**config.mk**
```make
export PLATFORM = sky130hd
export DESIGN_NAME = mem_access_stage_flat
export DESIGN_NICKNAME = d
export VERILOG_FILES = /design/src/rtl/mem_access_stage_if.sv /design/src/rtl/mem_access_stage.sv /design/src/flat_wrapper.sv
export SDC_FILE = /design/constraint.sdc
export NUM_CORES = 1
export LEC_CHECK = 0
export ABC_AREA = 1
export BUFFER_PORTS_ARGS = -buffer_cell sky130_fd_sc_hd__buf_2
export CELL_PAD_IN_SITES_DETAIL_PLACEMENT = 1
export CELL_PAD_IN_SITES_GLOBAL_PLACEMENT = 1
export CORE_MARGIN = 3
export CORE_UTILIZATION = 39
export DETAILED_ROUTE_END_ITERATION = 7
export PLACE_DENSITY = 0.88
export SYNTH_ARGS = -nofsm -noshare
export SYNTH_HDL_FRONTEND = slang
export SYNTH_SLANG_ARGS = --single-unit
```
**constraint.sdc**
```tcl
create_clock -name clk_i -period 8.9 [get_ports clk_i]
set_clock_uncertainty 0.2 [all_clocks]
set_input_delay 0 -clock clk_i [delete_from_list [all_inputs] [get_ports clk_i]]
set_output_delay 0 -clock clk_i [all_outputs]
set_load 0.01 [all_outputs]
```
**src/rtl/mem_access_stage_if.sv**
```systemverilog
`default_nettype none
// ---------------------------------------------------------------------------
// Module  : mem_access_stage_if
// Brief   : Data-memory request/acknowledge bus between the MEM stage and dmem.
// Rev     : 1.0
// ---------------------------------------------------------------------------
interface mem_access_stage_if;
    logic        dmem_req_o;
    logic        dmem_we_o;
    logic [31:0] dmem_addr_o;
    logic [31:0] dmem_wdata_o;
    logic [31:0] dmem_rdata_i;
    logic        dmem_ack_i;

    modport master (
        output dmem_req_o, dmem_we_o, dmem_addr_o, dmem_wdata_o,
        input  dmem_rdata_i, dmem_ack_i
    );

    modport slave (
        input  dmem_req_o, dmem_we_o, dmem_addr_o, dmem_wdata_o,
        output dmem_rdata_i, dmem_ack_i
    );
endinterface
`default_nettype wire

```
**src/rtl/mem_access_stage.sv**
```systemverilog
`default_nettype none
// ---------------------------------------------------------------------------
// Module  : mem_access_stage
// Brief   : MEM stage controller with MEM/WB register; req/ack data memory
//           access, misalignment drop and bus-timeout abort.
// Rev     : 1.0
// ---------------------------------------------------------------------------
module mem_access_stage #(
    parameter int unsigned TIMEOUT = 16
) (
    input  wire logic        clk_i,
    input  wire logic        rst_i,
    input  wire logic [31:0] ALUout_i,
    input  wire logic [31:0] MemWriteData_i,
    input  wire logic [4:0]  RegWriteAddr_i,
    input  wire logic [1:0]  WB_i,
    input  wire logic        MemWrite_i,
    input  wire logic        MemRead_i,
    mem_access_stage_if.master dmem,
    output logic             stall_o,
    output logic             RegWrite_o,
    output logic             MemtoReg_o,
    output logic [31:0]      ReadData_o,
    output logic [31:0]      ALUout_o,
    output logic [4:0]       RegWriteAddr_o,
    output logic             misalign_o,
    output logic             bus_err_o
);
    localparam logic [0:0] S_IDLE   = 1'b0;
    localparam logic [0:0] S_ACCESS = 1'b1;
    localparam logic [7:0] c_TO_LAST = 8'(TIMEOUT - 1);

    logic [0:0]  r_state;
    logic [0:0]  w_state_nxt;
    logic [7:0]  r_cnt;
    logic        r_req;
    logic        r_we;
    logic [31:0] r_addr;
    logic [31:0] r_wdata;
    logic [1:0]  r_wb;
    logic [31:0] r_alu;
    logic [4:0]  r_rd;

    logic w_op;
    logic w_aligned;
    logic w_issue;
    logic w_drop;
    logic w_pass;
    logic w_ack;
    logic w_expire;

    assign w_op      = MemRead_i | MemWrite_i;
    assign w_aligned = (ALUout_i[1:0] == 2'b00);

    assign dmem.dmem_req_o   = r_req;
    assign dmem.dmem_we_o    = r_we;
    assign dmem.dmem_addr_o  = r_addr;
    assign dmem.dmem_wdata_o = r_wdata;

    always_ff @(posedge clk_i or posedge rst_i) begin
        if (rst_i) begin
            r_state <= S_IDLE;
        end else begin
            r_state <= w_state_nxt;
        end
    end

    always_comb begin
        w_state_nxt = r_state;
        case (r_state)
            S_IDLE:   if (w_op && w_aligned) w_state_nxt = S_ACCESS;
            S_ACCESS: if (dmem.dmem_ack_i || (r_cnt == c_TO_LAST)) w_state_nxt = S_IDLE;
            default:  w_state_nxt = S_IDLE;
        endcase
    end

    // An ack on the final counted cycle takes priority over the timeout.
    always_comb begin
        w_issue  = 1'b0;
        w_drop   = 1'b0;
        w_pass   = 1'b0;
        w_ack    = 1'b0;
        w_expire = 1'b0;
        stall_o  = 1'b0;
        case (r_state)
            S_IDLE: begin
                if (w_op && w_aligned) begin
                    w_issue = 1'b1;
                    stall_o = 1'b1;
                end else if (w_op) begin
                    w_drop = 1'b1;
                end else begin
                    w_pass = 1'b1;
                end
            end
            S_ACCESS: begin
                if (dmem.dmem_ack_i) begin
                    w_ack = 1'b1;
                end else if (r_cnt == c_TO_LAST) begin
                    w_expire = 1'b1;
                end else begin
                    stall_o = 1'b1;
                end
            end
            default: ;
        endcase
        if (rst_i) begin
            stall_o = 1'b0;
        end
    end

    // Bus side; the writeback fields are captured at issue so completion
    // never depends on upstream still presenting the instruction.
    always_ff @(posedge clk_i or posedge rst_i) begin
        if (rst_i) begin
            r_cnt   <= 8'd0;
            r_req   <= 1'b0;
            r_we    <= 1'b0;
            r_addr  <= 32'd0;
            r_wdata <= 32'd0;
            r_wb    <= 2'b00;
            r_alu   <= 32'd0;
            r_rd    <= 5'd0;
        end else if (w_issue) begin
            r_cnt   <= 8'd0;
            r_req   <= 1'b1;
            r_we    <= MemWrite_i;
            r_addr  <= ALUout_i;
            r_wdata <= MemWriteData_i;
            r_wb    <= WB_i;
            r_alu   <= ALUout_i;
            r_rd    <= RegWriteAddr_i;
        end else if (w_ack || w_expire) begin
            r_req <= 1'b0;
        end else if (r_state == S_ACCESS) begin
            r_cnt <= r_cnt + 8'd1;
        end
    end

    always_ff @(posedge clk_i or posedge rst_i) begin
        if (rst_i) begin
            RegWrite_o     <= 1'b0;
            MemtoReg_o     <= 1'b0;
            ReadData_o     <= 32'd0;
            ALUout_o       <= 32'd0;
            RegWriteAddr_o <= 5'd0;
            misalign_o     <= 1'b0;
            bus_err_o      <= 1'b0;
        end else begin
            misalign_o <= w_drop;
            bus_err_o  <= w_expire;
            if (w_pass) begin
                RegWrite_o     <= WB_i[1];
                MemtoReg_o     <= WB_i[0];
                ALUout_o       <= ALUout_i;
                RegWriteAddr_o <= RegWriteAddr_i;
            end else if (w_ack) begin
                RegWrite_o     <= r_wb[1];
                MemtoReg_o     <= r_wb[0];
                ALUout_o       <= r_alu;
                RegWriteAddr_o <= r_rd;
                if (!r_we) begin
                    ReadData_o <= dmem.dmem_rdata_i;
                end
            end else begin
                RegWrite_o <= 1'b0;
                MemtoReg_o <= 1'b0;
            end
        end
    end
endmodule
`default_nettype wire

```
**src/flat_wrapper.sv**
```systemverilog
// flat-port wrapper written by rule: the top's interface ports become plain ports
module mem_access_stage_flat 
#(
    parameter int unsigned TIMEOUT = 16
)
  (clk_i, rst_i, ALUout_i, MemWriteData_i, RegWriteAddr_i, WB_i, MemWrite_i, MemRead_i, stall_o, RegWrite_o, MemtoReg_o, ReadData_o, ALUout_o, RegWriteAddr_o, misalign_o, bus_err_o, dmem_dmem_req_o, dmem_dmem_we_o, dmem_dmem_addr_o, dmem_dmem_wdata_o, dmem_dmem_rdata_i, dmem_dmem_ack_i);
  mem_access_stage_if dmem_i ();
  input  wire logic clk_i;
  input  wire logic rst_i;
  input  wire logic [31:0] ALUout_i;
  input  wire logic [31:0] MemWriteData_i;
  input  wire logic [4:0] RegWriteAddr_i;
  input  wire logic [1:0] WB_i;
  input  wire logic MemWrite_i;
  input  wire logic MemRead_i;
  output logic stall_o;
  output logic RegWrite_o;
  output logic MemtoReg_o;
  output logic [31:0] ReadData_o;
  output logic [31:0] ALUout_o;
  output logic [4:0] RegWriteAddr_o;
  output logic misalign_o;
  output logic bus_err_o;
  output wire logic [$bits(dmem_i.dmem_req_o)-1:0] dmem_dmem_req_o;
  output wire logic [$bits(dmem_i.dmem_we_o)-1:0] dmem_dmem_we_o;
  output wire logic [$bits(dmem_i.dmem_addr_o)-1:0] dmem_dmem_addr_o;
  output wire logic [$bits(dmem_i.dmem_wdata_o)-1:0] dmem_dmem_wdata_o;
  input wire logic [$bits(dmem_i.dmem_rdata_i)-1:0] dmem_dmem_rdata_i;
  input wire logic [$bits(dmem_i.dmem_ack_i)-1:0] dmem_dmem_ack_i;
  assign dmem_dmem_req_o = dmem_i.dmem_req_o;
  assign dmem_dmem_we_o = dmem_i.dmem_we_o;
  assign dmem_dmem_addr_o = dmem_i.dmem_addr_o;
  assign dmem_dmem_wdata_o = dmem_i.dmem_wdata_o;
  assign dmem_i.dmem_rdata_i = dmem_dmem_rdata_i;
  assign dmem_i.dmem_ack_i = dmem_dmem_ack_i;
  mem_access_stage #(.TIMEOUT(TIMEOUT)) u_core (.clk_i(clk_i), .rst_i(rst_i), .ALUout_i(ALUout_i), .MemWriteData_i(MemWriteData_i), .RegWriteAddr_i(RegWriteAddr_i), .WB_i(WB_i), .MemWrite_i(MemWrite_i), .MemRead_i(MemRead_i), .dmem(dmem_i), .stall_o(stall_o), .RegWrite_o(RegWrite_o), .MemtoReg_o(MemtoReg_o), .ReadData_o(ReadData_o), .ALUout_o(ALUout_o), .RegWriteAddr_o(RegWriteAddr_o), .misalign_o(misalign_o), .bus_err_o(bus_err_o));
endmodule
```
==> results of run 1 <==
-- worst paths after layout --
kind,startpoint,endpoint,cells past startpoint
worst max-delay path,u_core.r_state,u_core.ALUout_o[9],5
worst min-delay path,rst_i,u_core.dmem.dmem_req_o,3
worst max register to register,u_core.r_state,u_core.ALUout_o[9],5
worst min register to register,u_core.dmem.dmem_wdata_o[22],u_core.dmem.dmem_wdata_o[22],2
max in group asynchronous,rst_i,u_core.ALUout_o[12],4
min in group clk_i,MemWriteData_i[5],u_core.dmem.dmem_wdata_o[5],4
-- metal layers --
layer  GRT usage  vias to the layer above
li1            -                     2916
met4       0.107                        0
met1       0.304                     3233
met5           0                        -
met2       0.540                      265
met3      0.0749                       55
-- flip-flops by register name, summed over array words and instances, names as in the netlist, 2 cells and up --
| register | cells |
|---|---|
| u_core.dmem.dmem_addr_o | 32 |
| u_core.ReadData_o | 32 |
| u_core.dmem.dmem_wdata_o | 32 |
| u_core.ALUout_o | 32 |
| u_core.RegWriteAddr_o | 5 |
| u_core.r_wb | 2 |
| u_core.r_rd | 5 |
| u_core.r_cnt | 8 |
-- placed cells by master, fill, tap and decap left out, types with 10 or more instances in the layout --
master and n:
buf_2 247, nand2_1 223, dfrtp_1 155, dlygate4sd3_1 113, inv_1 79, nand3_1 63
o21ai_0 42, o211ai_1 35, o21ai_2 32, clkbuf_16 17, nor2_1 10
-- power groups by stage --
stage          combinational, W  sequential [W]  clock, W
3_5_place_dp           0.000538        0.000975         0
3_3_place_gp           0.000511        0.000972         0
4_1_cts                0.000583        0.000967  0.000777
2_1_floorplan          0.000218         0.00104         0
6_report               0.000614        0.000987  0.000775
5_1_grt                0.000672         0.00100  0.000821
-- worst min-delay path, cell delays in order --
cell           delay (ps)
dlygate4sd3_1         530
buf_2                 150
inv_6                 580
-- logic make-up (layout without fill, tap and decap cells) --
group / after synthesis / count (layout) / share of synthesized area
AND/OR/NAND/NOR: 307 / 307 / 0.196
flip-flops: 155 / 155 / 0.597
buffers and inverters: 122 / 478 / 0.0837
AO/OA/AOI/OAI: 112 / 112 / 0.119
XOR/XNOR: 2 / 2 / 0.00270
adder cells (fa/ha/maj): 1 / 1 / 0.00192
-- through the flow --
step / cells / cell area [µm²]
2_1_floorplan: 699 / 6500
6_report: 1271 / 9560
5_1_grt: 1271 / 9560
3_3_place_gp: 1127 / 7810
3_5_place_dp: 1127 / 7810
4_1_cts: 1271 / 9560
-- final cells by class --
| type | instances | share of cell area |
|---|---|---|
| clock inverter | 10 | 0.0173 |
| sequential | 155 | 0.406 |
| clock buffer | 21 | 0.0471 |
| inverter | 83 | 0.0331 |
| timing repair buffer | 364 | 0.251 |
| multi-input combinational | 422 | 0.217 |
| tap | 216 | 0.0283 |
==> results.yml, run 1 <==
global_routing:
  antenna_found_initial: 0
  grt_start_max_net_pins: 96
  grt_pass1_wl_mm: 40.3
  grt_pass1_vias: 7352
  grt_util_all_layers: 0.286
  overflow: 0
timing:
  slew_headroom: 0.401
  tns_ps: 0
  rsz0062_at_grt: "no"
  worst_pin_slew_ps: 899
  min_period_over_period: 0.364
  report.final.slew_viol_count: 0
  whs_ps: 108
  final_hold_viol_count: 0
  setup_viol: 0
  fmaxAchievable_ghz: 0.309
  fin_crit_ps: 3240
  setup_ws_ps: 5660
yosys:
  synth-edff-count: 0
  async_flop_share: 1.00
  ys_ff_latch: 155
  ys_warn_count: 0
  yosys-top-cells-count: "223 x nand2_1, 155 x dfrtp_1, 80 x inv_1, 63 x nand3_1, 42 x o21ai_0"
  postSynthNetCount: 808
  yosys_most_used_dff: "dfrtp_1"
  synth_area_leader_cell: "dfrtp_1"
  syn_avg_cell_area_um2: 9.30
  netlist_top_cells_area: "dfrtp_1 60%, nand2_1 13%, nand3_1 4.9%"
  ys_seq_area_frac: 0.597
  netlist_instances: 699
  yosys.area.top_type_share: 0.597
  post-synth-top-count-cell: "nand2_1"
  yosysUniqueCellTypes: 25
  syn_area_um2: 6500
detailed_routing:
  vias: 6469
  routedWlPerCell_um: 20.3
  wl_mm: 25.9
  final_antenna_net_count: 0
  wl_met2_mm: 14.1
  drtIter0Drc: 441
  drc: 0
  dr.pass1.iters: 5
  top_layer_used: "met4"
  met3_length_mm: 1.67
  drt-met1-wl_mm: 9.41
  viasPerCell: 5.09
die:
  die_x_um: 135
  die_h_um: 135
  dieArea_um2: 18300
  rows: 46
  fp.coreArea_um2: 16100
  start_util: 0.403
  boundaryPins: 248
pwr:
  pwr-share-clk: 0.326
  swShare: 0.328
  power.total_w: 0.00238
  seqPwrFrac: 0.415
  comb_power_share: 0.259
  switchingPower_w: 0.000780
  max-vdd-ir-drop_mv: 0.130
  leakagePower_nw: 5.07
  power.density_nw_per_um2: 249
  p_int_w: 0.00160
layout:
  multi_input_area_um2: 2080
  fillers: 1869
  layout-drive-gt1-share: 0.305
  fin_nets: 1152
  antennaDiodeCount: 0
  syn2layout_area_growth_pct: 47.0
  fin_util: 0.593
  seqCellArea_um2: 3880
critical_path:
  worstSetupPathType: "reg -> reg"
  worstPathArrival_ps: 3340
  required_ps: 8990
  worstSetupStartpointType: "flip-flop"
  cpLargestDelayFamily: "buffers and inverters"
  reg2reg_slack_ps: 5660
  critPathMaxFanout: 50
  path_buf_inv: 2
  path_cells: "nor2_4 -> inv_2 -> nand3_1 -> o211ai_1 -> dlygate4sd3_1"
  cp_slowest_cell: "nor2_4"
  timing.critical_path.to_type: "flip-flop"
  max_stage_delay_ps: 740
flow_run:
  cap_violations: 0
clock_tree:
  cts_resized: 0
  hold_buffers: 113
  cts_tree: "done"
  ctsRootBufferMaster: "clkbuf_16"
  h-tree-depth: 4
  postCtsSetupBuffers: 0
  cts.path.max_buffers: 2
  insertion_delay_ps: 410
  cts_buffers: 17
  cts_sinks: 155
  clk_pin_slew_ps: 70
worst_hold_path:
  min_path_type: "in -> async"
place:
  port_buffers: 247
  preCtsSetupSlack_ps: 5990
  dp_hpwl_mm: 13.1
  place_congestion: 0.775
status:
  status: "complete, no violations"
No activity file was read; power rests on OpenSTA's default activity.
==> run 2, diff against run 1 <==
--- a/config.mk
+++ b/config.mk
@@ -10,9 +10,9 @@
 export CELL_PAD_IN_SITES_DETAIL_PLACEMENT = 1
 export CELL_PAD_IN_SITES_GLOBAL_PLACEMENT = 1
 export CORE_MARGIN = 3
-export CORE_UTILIZATION = 39
+export CORE_UTILIZATION = 32
 export DETAILED_ROUTE_END_ITERATION = 7
-export PLACE_DENSITY = 0.88
+export PLACE_DENSITY = 0.77
 export SYNTH_ARGS = -nofsm -noshare
 export SYNTH_HDL_FRONTEND = slang
 export SYNTH_SLANG_ARGS = --single-unit
==> constraint.sdc (replaced) <==
create_clock -name clk_i -period 2.97 [get_ports clk_i]
set_clock_uncertainty 0.2 [all_clocks]
set_input_delay 0 -clock clk_i [delete_from_list [all_inputs] [get_ports clk_i]]
set_output_delay 0 -clock clk_i [all_outputs]
set_load 0.01 [all_outputs]
==> results.yml, run 2 (synthesis results as in run 1) <==
detailed_routing:
  dr.pass1.iters: 5
  vias: 6248
  wl_mm: 22.9
  final_antenna_net_count: 0
  drc: 0
  drtIter0Drc: 213
  routedWlPerCell_um: 17.1
  viasPerCell: 4.68
critical_path:
  timing.critical_path.to_type: "flip-flop"
  reg2reg_slack_ps: 510
  cp_slowest_cell: "dlygate4sd3_1"
  regToRegEndpoint: "u_core.dmem.dmem_addr_o[13]"
  path_buf_inv: 7
  crit_path_frequent_cell: "dlygate4sd3_1"
  worstRegToRegCells: 7
  crit_start: "MemWrite_i"
  r2r_start: "u_core.r_state"
  path_cells: "dlygate4sd3_1 -> buf_2 -> nor2_2 -> inv_1 -> dlygate4sd3_1 -> nand3_2 -> inv_4 -> nand2_1 -> dlygate4sd3_1 -> o21ai_0 -> dlygate4sd3_1"
  worstSetupStartpointType: "primary input"
  required_ps: 3080
  critPathMaxFanout: 13
  worstSetupPathType: "in -> reg"
  worstPathArrival_ps: 2940
  max_stage_delay_ps: 580
  critical_path_cell_count: 11
  cp-endpoint: "u_core.dmem.dmem_addr_o[13]"
  cpLargestDelayFamily: "buffers and inverters"
layout:
  layout_common_cells: "247 x buf_2, 223 x nand2_1, 155 x dfrtp_1, 118 x dlygate4sd3_1, 79 x inv_1"
  layout-drive-gt1-share: 0.313
  fin_util: 0.491
  syn2layout_area_growth_pct: 48.8
  instances_no_fill: 1334
  fin_nets: 1164
  mostFrequentLayoutCell: "buf_2"
timing:
  slew_headroom: 0.392
  report.final.slew_viol_count: 0
  fmaxAchievable_ghz: 0.352
  final_hold_viol_count: 0
  min_period_over_period: 0.956
  worst_pin_slew_ps: 911
  fin_crit_ps: 2840
  tns_ps: 0
  rsz0062_at_grt: "no"
  setup_viol: 0
clock_tree:
  h-tree-depth: 4
  ctsRootBufferMaster: "clkbuf_16"
  clk_pin_slew_ps: 70
  cts_tree: "done"
  insertion_delay_ps: 420
  cts.path.max_buffers: 2
  cts_buffers: 17
  cts_sinks: 155
place:
  place_congestion: 0.768
  placed_cells: 1183
  dp_hpwl_mm: 13.8
  port_buffers: 247
pwr:
  leakagePower_nw: 5.07
  max-vdd-ir-drop_mv: 0.375
  power.density_nw_per_um2: 698
  power.total_w: 0.00675
die:
  rows: 51
  fp.coreArea_um2: 19700
  start_util: 0.330
  boundaryPins: 248
  dieArea_um2: 22100
  die_x_um: 149
  die_h_um: 149
global_routing:
  overflow: 0
  grt_pass1_vias: 6803
  grt_start_max_net_pins: 93
  grt_util_all_layers: 0.208
  antenna_found_initial: 1
  grt_pass1_wl_mm: 36.6
flow_run:
  cap_violations: 0
worst_hold_path:
  min_path_type: "in -> async"
status:
  status: "complete, no violations"
[run 2: changes by cell type in the layout (fill, tap and decap cells not counted), moves of 2 or more]
cell / before / now
clkinv_4: 2 / 4
inv_6: 3 / 5
clkbuf_1: 3 / 0
dlygate4sd3_1: 113 / 118
buf_4: 4 / 10
bufinv_16: 4 / 0
clkinvlp_4: 0 / 4
[run 2: tightest hold or removal path, stage by stage]
cell,delay (ps)
dlygate4sd3_1,520
buf_2,140
clkinvlp_4,80
buf_12,380
[run 2: through the flow]
step | cell area, µm² | setup slack, ps | hold slack [ps]
detailed placement | 7930 | 1010 | 0.762
CTS | 9670 | 95.6 | 85.6
floorplan | 6500 | 811 | -152
finish | 9670 | 131 | 66.1
global placement | 7930 | 1130 | -6.61
global route | 9670 | 5.91 | 111
[run 2: repair_timing]
item	4_1_cts	5_1_grt
resized for setup	0	3
endpoints found under the hold margin	301	0
setup endpoints to repair	0	1
hold buffers	118	0
buffers inserted	0	0
[run 2: power breakdown]
part           total (W)  internal [W]  switching [W]
sequential       0.00290       0.00260       0.000301
combinational    0.00178      0.000760        0.00102
clock            0.00206       0.00111       0.000956
[run 2: cell type report]
type                    instances  area, µm²
repair buffers                376       2510
clock buffers                  18        439
multi-input cells             422       2080
inverters                      83        318
fillers                      2291      10000
well taps                     265        332
flip-flops and latches        155       3880
clock inverters                14        111
diodes                          1       2.50
[run 2: worst min-delay path by stage]
| stage | start | end | depth (start not counted) |
|---|---|---|---|
| floorplan | rst_i | stall_o | 1 |
| global placement | MemWriteData_i[17] | u_core.dmem.dmem_wdata_o[17] | 3 |
| detailed placement | MemWriteData_i[1] | u_core.dmem.dmem_wdata_o[1] | 3 |
| CTS | MemWriteData_i[26] | u_core.dmem.dmem_wdata_o[26] | 4 |
| global route | MemWriteData_i[25] | u_core.dmem.dmem_wdata_o[25] | 4 |
| finish | rst_i | u_core.bus_err_o | 4 |
[run 2: layer usage]
metal	share of wire	routed length [µm]	global-route usage
met5	0	0	0
met4	0.014	323	0.0550
met3	0.074	1690	0.0679
met2	0.50	11500	0.367
met1	0.41	9390	0.244
==> run 3, diff against run 2 <==
--- a/config.mk
+++ b/config.mk
@@ -5,12 +5,12 @@
 export SDC_FILE = /design/constraint.sdc
 export NUM_CORES = 1
 export LEC_CHECK = 0
-export ABC_AREA = 1
+export ABC_AREA = 0
 export BUFFER_PORTS_ARGS = -buffer_cell sky130_fd_sc_hd__buf_2
 export CELL_PAD_IN_SITES_DETAIL_PLACEMENT = 1
 export CELL_PAD_IN_SITES_GLOBAL_PLACEMENT = 1
 export CORE_MARGIN = 3
-export CORE_UTILIZATION = 32
+export CORE_UTILIZATION = 34
 export DETAILED_ROUTE_END_ITERATION = 7
 export PLACE_DENSITY = 0.77
 export SYNTH_ARGS = -nofsm -noshare
==> results.yml, run 3 <==
die:
  dieArea_um2: 19900
  fp.coreArea_um2: 17500
  die_x_um: 141
  boundaryPins: 248
  die_h_um: 141
  start_util: 0.353
  rows: 48
global_routing:
  overflow: 0
  grt_start_max_net_pins: 74
  antenna_found_initial: 0
  grt_pass1_wl_mm: 31.9
  grt_pass1_vias: 5944
  grt_util_all_layers: 0.203
yosys:
  netlist_instances: 415
  synth_compound_area_frac: 0.0839
  syn_area_um2: 6190
  ys_ff_latch: 155
  yosys.area.top_type_share: 0.626
  synth-adder-area-share: 0.00202
  yosys_most_used_dff: "dfrtp_1"
  async_flop_share: 1.00
  muxShareOfSynthArea: 0.190
  synth_xor_area_frac: 0
  syn_avg_cell_area_um2: 14.9
  synth-edff-count: 0
  synth_area_leader_cell: "dfrtp_1"
  netlist_top_cells_area: "dfrtp_1 63%, mux2_2 18%, a221o_1 6.0%"
  post-synth-top-count-cell: "dfrtp_1"
  ys_warn_count: 0
  yosysUniqueCellTypes: 41
  postSynthNetCount: 524
  synth_top_family_by_area: "multiplexers"
  synthSimpleGateAreaFrac: 0.0701
  yosys-top-cells-count: "155 x dfrtp_1, 97 x mux2_2, 37 x a221o_1, 37 x and3_1"
  ys_seq_area_frac: 0.626
detailed_routing:
  viasPerCell: 5.03
  wl_mm: 20.3
  drc: 0
  drtIter0Drc: 193
  dr.pass1.iters: 4
  routedWlPerCell_um: 20.1
  final_antenna_net_count: 0
  vias: 5073
layout:
  fin_nets: 880
  mostFrequentLayoutCell: "buf_2"
  layout_common_cells: "247 x buf_2, 155 x dfrtp_1, 108 x dlygate4sd3_1, 97 x mux2_2"
  instances_no_fill: 1008
  syn2layout_area_growth_pct: 50.4
  antennaDiodeCount: 0
  layout-drive-gt1-share: 0.504
timing:
  whs_ps: 46.0
  report.final.slew_viol_count: 0
  rsz0062_at_grt: "no"
  fin_crit_ps: 2230
  min_period_over_period: 0.750
  final_hold_viol_count: 0
  tns_ps: 0
  setup_viol: 0
  fmaxAchievable_ghz: 0.449
  worst_pin_slew_ps: 1150
  slew_headroom: 0.230
clock_tree:
  ctsRootBufferMaster: "clkbuf_16"
  postCtsSetupBuffers: 0
  cts.path.max_buffers: 2
  insertion_delay_ps: 410
  cts_sinks: 155
  cts_resized: 0
  cts_tree: "done"
  clk_pin_slew_ps: 60
  hold_buffers: 108
  h-tree-depth: 4
  cts_buffers: 17
critical_path:
  worstSetupStartpointType: "flip-flop"
  reg2reg_slack_ps: 750
  required_ps: 2770
  path_cells: "buf_4 -> o21ba_2 -> nand2_2 -> a21oi_1 -> buf_2"
  cp_slowest_cell: "dfrtp_1"
  r2r_start: "u_core.r_state"
  timing.critical_path.to_type: "output port"
  worstRegToRegCells: 4
  worstPathArrival_ps: 2030
  max_stage_delay_ps: 400
  worstSetupPathType: "reg -> out"
  regToRegEndpoint: "u_core.ALUout_o[1]"
  critPathMaxFanout: 25
worst_hold_path:
  min_path_type: "in -> reg"
  worstHoldStart: "dmem_dmem_ack_i"
  hold_end: "u_core.RegWrite_o"
  worst_hold_path.num_cells: 2
flow_run:
  cap_violations: 0
pwr:
  power.density_nw_per_um2: 749
  power.total_w: 0.00697
  max-vdd-ir-drop_mv: 0.401
  leakagePower_nw: 4.57
status:
  status: "complete, no violations"
place:
  dp_hpwl_mm: 12.6
  port_buffers: 247
  place_congestion: 0.764
  placed_cells: 869
[run 3: cell types whose count changed in the layout (fill, tap and decap cells not counted), sizes merged, moves of 11 or more]
cell    previous run  this run
o211ai            35         0
inv               87         3
nand2            224         2
nor2              14         3
mux2               0       103
a221o              0        37
nand3             64         4
and3               0        37
o21ai             76         7
[run 3: worst max-delay path, delay by kind of cell (launching register included)]
family / cells / cell delay [ps]
and+or+nand+nor: 1 / 270
DFF: 1 / 400
buffers and inverters: 2 / 400
AOI/OAI and AO/OA: 2 / 540
[run 3: layout make-up]
class / instances / area, µm²
Clock inverter: 11 / 120
Timing Repair Buffer: 364 / 2410
Clock buffer: 20 / 457
Multi-Input combinational cell: 230 / 2150
Fill cell: 1818 / 8220
Sequential cell: 155 / 3880
Inverter: 3 / 15.0
Tap cell: 225 / 282
[run 3: worst max-delay path by stage]
stage	from	to	slack, ps
after global routing	u_core.r_state	u_core.ALUout_o[1]	590
after detailed placement	u_core.r_state	u_core.ALUout_o[3]	830
after global placement	u_core.r_state	u_core.RegWriteAddr_o[3]	940
final	u_core.r_state	stall_o	740
after floorplan	rst_i	u_core.ALUout_o[0]	810
after CTS	u_core.r_state	stall_o	700
[run 3: per-stage QoR]
| step | utilization | area (µm²) | worst slack [ps] |
|---|---|---|---|
| after global routing | 0.531 | 9320 | 588 |
| after CTS | 0.531 | 9320 | 703 |
| after global placement | 0.437 | 7660 | 944 |
| after detailed placement | 0.437 | 7660 | 832 |
| final | 0.531 | 9320 | 742 |
| after floorplan | - | 6200 | 811 |
[run 3: kinds of logic after synthesis]
family / count (synthesis)
flops: 155
buf+inv: 30
simple gates: 66
compound gates: 59
mux: 104
fa+ha+maj: 1
[run 3: metal layers]
layer	part of all wire	GRT usage	wire length, µm
met1	0.39	0.222	7870
met2	0.54	0.376	10800
met3	0.057	0.0573	1150
met4	0.020	0.0678	404
met5	0	0	0
[run 3: report_power, final]
group          switching [W]  internal [W]
logic               0.000895      0.000948
registers           0.000343       0.00266
clock network       0.000855       0.00127
